--- src/rtl/ctech_lib_rstb_sequencer.sv ---
// rtl/ctech_lib_rstb_sequencer.sv - rb synchronizer and staged release of active-low resets
// Assertion of rb clears everything asynchronously; release is synchronized and staged.
`timescale 1ns/1ps
module ctech_lib_rstb_sequencer #(
    parameter int SYNC_STAGES = 2,
    parameter int NUM_RST     = 3,
    parameter int STAGE_DLY   = 8
) (
    input  logic               clk,
    input  logic               rb,
    input  logic               sw_rst_req,
    output logic               sw_rst_ack,
    output logic [NUM_RST-1:0] rst_out_b,
    output logic               rst_done,
    output logic [1:0]         seq_state
);
    localparam int CNT_W = $clog2(STAGE_DLY + 1);
    localparam int IDX_W = $clog2(NUM_RST + 1);
    localparam logic [CNT_W-1:0] CNT_LAST = CNT_W'(STAGE_DLY - 1);
    localparam logic [IDX_W-1:0] IDX_LAST = IDX_W'(NUM_RST - 1);

    typedef enum logic [1:0] {
        S_ASSERT  = 2'd0,
        S_RELEASE = 2'd1,
        S_DONE    = 2'd2,
        S_SWRST   = 2'd3
    } state_t;

    logic [SYNC_STAGES-1:0] r_sync;
    state_t                 r_state;
    logic [CNT_W-1:0]       r_cnt;
    logic [IDX_W-1:0]       r_idx;
    logic [NUM_RST-1:0]     r_rst_out_b;
    logic                   r_rst_done;
    logic                   r_ack;

    logic                   w_rb_sync;
    logic                   w_cnt_last;
    logic [NUM_RST-1:0]     w_rel_mask;

    // Constant-1 chain: only the rb edge is synchronized, so any rb low pulse restarts it.
    always_ff @(posedge clk or negedge rb) begin
        if (!rb) begin
            r_sync <= '0;
        end else begin
            r_sync <= {r_sync[SYNC_STAGES-2:0], 1'b1};
        end
    end

    assign w_rb_sync  = r_sync[SYNC_STAGES-1];
    assign w_cnt_last = (r_cnt == CNT_LAST);

    always_comb begin
        w_rel_mask = '0;
        for (int i = 0; i < NUM_RST; i++) begin
            w_rel_mask[i] = (r_idx == IDX_W'(i));
        end
    end

    always_ff @(posedge clk or negedge rb) begin
        if (!rb) begin
            r_state     <= S_ASSERT;
            r_cnt       <= '0;
            r_idx       <= '0;
            r_rst_out_b <= '0;
            r_rst_done  <= 1'b0;
            r_ack       <= 1'b0;
        end else begin
            case (r_state)
                S_ASSERT: begin
                    if (w_rb_sync) begin
                        r_state <= S_RELEASE;
                        r_cnt   <= '0;
                        r_idx   <= '0;
                    end
                end
                S_RELEASE: begin
                    if (w_cnt_last) begin
                        r_rst_out_b <= r_rst_out_b | w_rel_mask;
                        r_cnt       <= '0;
                        r_idx       <= r_idx + IDX_W'(1);
                        if (r_idx == IDX_LAST) begin
                            r_state    <= S_DONE;
                            r_rst_done <= 1'b1;
                        end
                    end else begin
                        r_cnt <= r_cnt + CNT_W'(1);
                    end
                end
                S_DONE: begin
                    if (sw_rst_req) begin
                        r_state     <= S_SWRST;
                        r_rst_out_b <= '0;
                        r_rst_done  <= 1'b0;
                        r_cnt       <= '0;
                    end
                end
                S_SWRST: begin
                    // Hold runs to completion even if req drops early; ack then lasts one cycle.
                    if (r_ack) begin
                        if (!sw_rst_req) begin
                            r_ack   <= 1'b0;
                            r_state <= S_RELEASE;
                            r_cnt   <= '0;
                            r_idx   <= '0;
                        end
                    end else if (w_cnt_last) begin
                        r_ack <= 1'b1;
                    end else begin
                        r_cnt <= r_cnt + CNT_W'(1);
                    end
                end
                default: begin
                    r_state <= S_ASSERT;
                end
            endcase
        end
    end

    assign sw_rst_ack = r_ack;
    assign rst_out_b  = r_rst_out_b;
    assign rst_done   = r_rst_done;
    assign seq_state  = r_state;

endmodule

--- config.mk ---
export PLATFORM = sky130hd
export DESIGN_NAME = ctech_lib_rstb_sequencer
export DESIGN_NICKNAME = d
export VERILOG_FILES = /design/src/rtl/ctech_lib_rstb_sequencer.sv
export SDC_FILE = /design/constraint.sdc
export NUM_CORES = 1
export LEC_CHECK = 0
export CAP_MARGIN = 0
export CELL_PAD_IN_SITES_DETAIL_PLACEMENT = 0
export CELL_PAD_IN_SITES_GLOBAL_PLACEMENT = 1
export CORE_ASPECT_RATIO = 0.6
export CORE_UTILIZATION = 30
export CTS_BUF_LIST = sky130_fd_sc_hd__clkbuf_8
export DETAILED_ROUTE_END_ITERATION = 10
export PLACE_DENSITY = 0.72
export SYNTH_ARGS = -nofsm -noshare
export SYNTH_HDL_FRONTEND = slang
export SYNTH_SLANG_ARGS = --single-unit
export TNS_END_PERCENT = 20
--- constraint.sdc ---
create_clock -name clk -period 1.8 [get_ports clk]
set_clock_uncertainty 0.1 [all_clocks]
set_input_delay 0.36 -clock clk [delete_from_list [all_inputs] [get_ports clk]]
set_output_delay 0.36 -clock clk [all_outputs]
set_load 0.02 [all_outputs]
==> out/results.tsv <==
metric	value	unit
status	finished with violations	
violations	design-rule violations	
p_leak	0.519	nW
netlist_top_cells_count	dfrtp_1 (15), ha_1 (9), inv_1 (6)	
final_util	43.6	%
place_congestion	0.832	
total_power	0.00189	W
synth_cell_types	34	
fillCellCount	256	
viasPerCell	5.17	
cts.reportedPaths.clkPinSlew	60	ps
final_cell_count_no_fill	134	
cts_hold_buf	0	
critical_path_class	reg2reg	
area_growth	32.2	%
syn_nets	92	
ant_nets	0	
clockRootBuffer	clkbuf_8	
ys_ff_latch	15	
via_count	693	
critPathSlowestCell	dfrtp_2	
hold_path_class	reg2reg	
cp_data_arrival_time	1760	ps
drcViolationCount	1	
wl_met3	107	µm
nets	115	
finalCritPeriodShare	96.1	%
clockBufferDepth	2	
ys_seq_area_share	43.3	%
dr.pass1.iters	7	
endpoint_kind	register	
cts_buffers	3	
crit_buf_inv	2	
final_max_slew_viol_count	0	
route.met2.wl	815	µm
cpPeakStageDelay	410	ps
finalInstanceArea	1150	µm²
die_x	71.4	µm
wl_per_cell	15.4	µm
yosysTopAreaCellShare	43.3	%
yosys.cell_count.top_type	dfrtp_1	
path_max_fanout	5	
grtUsageTotal	15.6	%
place_ws	-173	ps
core-area	2630	µm²
worst_slack	69.3	ps
placed_cell_area	1070	µm²
cts_sinks	15	
yosysTopAreaCell	dfrtp_1	
setup_viol	0	
die_h	43.6	µm
grt_overflow	0	
drive_above_1_share	28.4	%
port_buffers	9	
synth_area_leaders	dfrtp_1 (43%), ha_1 (13%), o2bb2ai_1 (4.0%), mux2_4 (3.5%), a31oi_1 (2.9%)	
dp_cells	129	
cap_violations	0	
drt-total-wl	2070	µm
grt_pass1_wl	3530	µm
antenna_found_initial	0	
top_layer	met4	
syn_inst	80	
crit_chain	inv_1, buf_4, ha_1, a21oi_1, o21ai_0, a32o_1	
grt_start_max_net_pins	10	
die_area	3120	µm²
htree_levels	1	
synth_edf_count	0	
rows	14	
required	1830	ps
hpwl	1530	µm
start_kind	register	
fmaxAchievable	578	MHz
powerDensity	1650	nW/µm²
finalCriticalPeriod	1730	ps
async_flop_share	100	%
io_pins	10	
synth_area	867	µm²
synthFlopType	dfrtp_1	
cp_top_family	compound AO/OA/AOI/OAI gates	
diodes	0	
cts_tree	built	
hold_viol_final	0	
yosys_warnings	0	
rsz0062_at_grt	no	
grt_pass1_vias	717	
syn_area_per_cell	10.8	µm²
start_util	33.0	%
first_iter_violations	54	
wl_met1	1100	µm
clock_latency	250	ps
vdd_drop_max	0.000780	V
registers in the layout (all words and copies together) (netlist names):
register and flops:
r_cnt 4, rst_out_b 3, r_idx 2, r_sync 2
seq_state 2, rst_done 1, sw_rst_ack 1
kinds of logic (layout without fill, tap and decap cells):
kind of cell,after synthesis,count (layout),synth area share [%]
other,1,1,0.432
AOI/OAI and AO/OA,25,25,22.1
DFF,15,15,43.3
and+or+nand+nor,20,20,13.6
adders and majority gates,9,9,13.0
buffers and inverters,7,29,3.03
muxes,3,3,4.62
routing by layer:
layer / GRT usage (%) / vias to the layer above
met5: 0 / -
met4: 7.60 / 0
met3: 5.12 / 6
met2: 19.8 / 28
met1: 23.3 / 324
li1: - / 335
worst paths after layout:
check,end,start,slack [ps],depth (start not counted)
worst max-delay path,r_cnt[3],seq_state[1],70,6
min in group asynchronous,r_sync[0],rb,310,1
worst min register to register,r_sync[1],r_sync[0],250,0
max in group asynchronous,sw_rst_ack,rb,820,2
worst max register to register,r_cnt[3],seq_state[1],70,6
worst min-delay path,r_sync[1],r_sync[0],250,0
through the flow:
stage               hold WS, ps  TNS [ps]
CTS                         258         0
floorplan                 -35.6         0
detailed placement          244      -793
global route                276         0
global placement            245      -639
finish                      252         0
layout make-up:
type	count	area, µm²	area share, %
sequential	15	379	33.1
multi-input combinational	58	492	42.9
tap	32	40.0	3.49
timing repair buffer	19	168	14.6
inverter	6	22.5	1.97
clock inverter	1	3.75	0.328
clock buffer	3	41.3	3.60
where the power goes:
part           leakage [nW]  total, W  switching [W]  internal, W
Combinational         0.318   0.00106       0.000531     0.000526
Sequential            0.175  0.000568       0.000117     0.000451
Clock                0.0269  0.000266       0.000115     0.000151
timing repair:
| item | 4_1_cts | 5_1_grt |
|---|---|---|
| buffers inserted | 0 | 1 |
| resized for setup | 2 | 4 |
| pin swaps | 0 | 2 |
| setup endpoints to repair | 2 | 7 |
layout by cell type, fill, tap and decap left out, types with 2 or more instances in the layout:
cell type        count
dfrtp_1             12
buf_4               10
ha_1                 8
clkdlybuf4s50_1      8
inv_1                6
nand2_1              5
nor2_1               4
a31oi_1              4
o2bb2ai_1            4
a21oi_1              4
clkbuf_8             3
dfrtp_2              3
mux2_4               2
a211oi_2             2
nand3_1              2
o21bai_1             2
(Power assumes the default switching activity.)
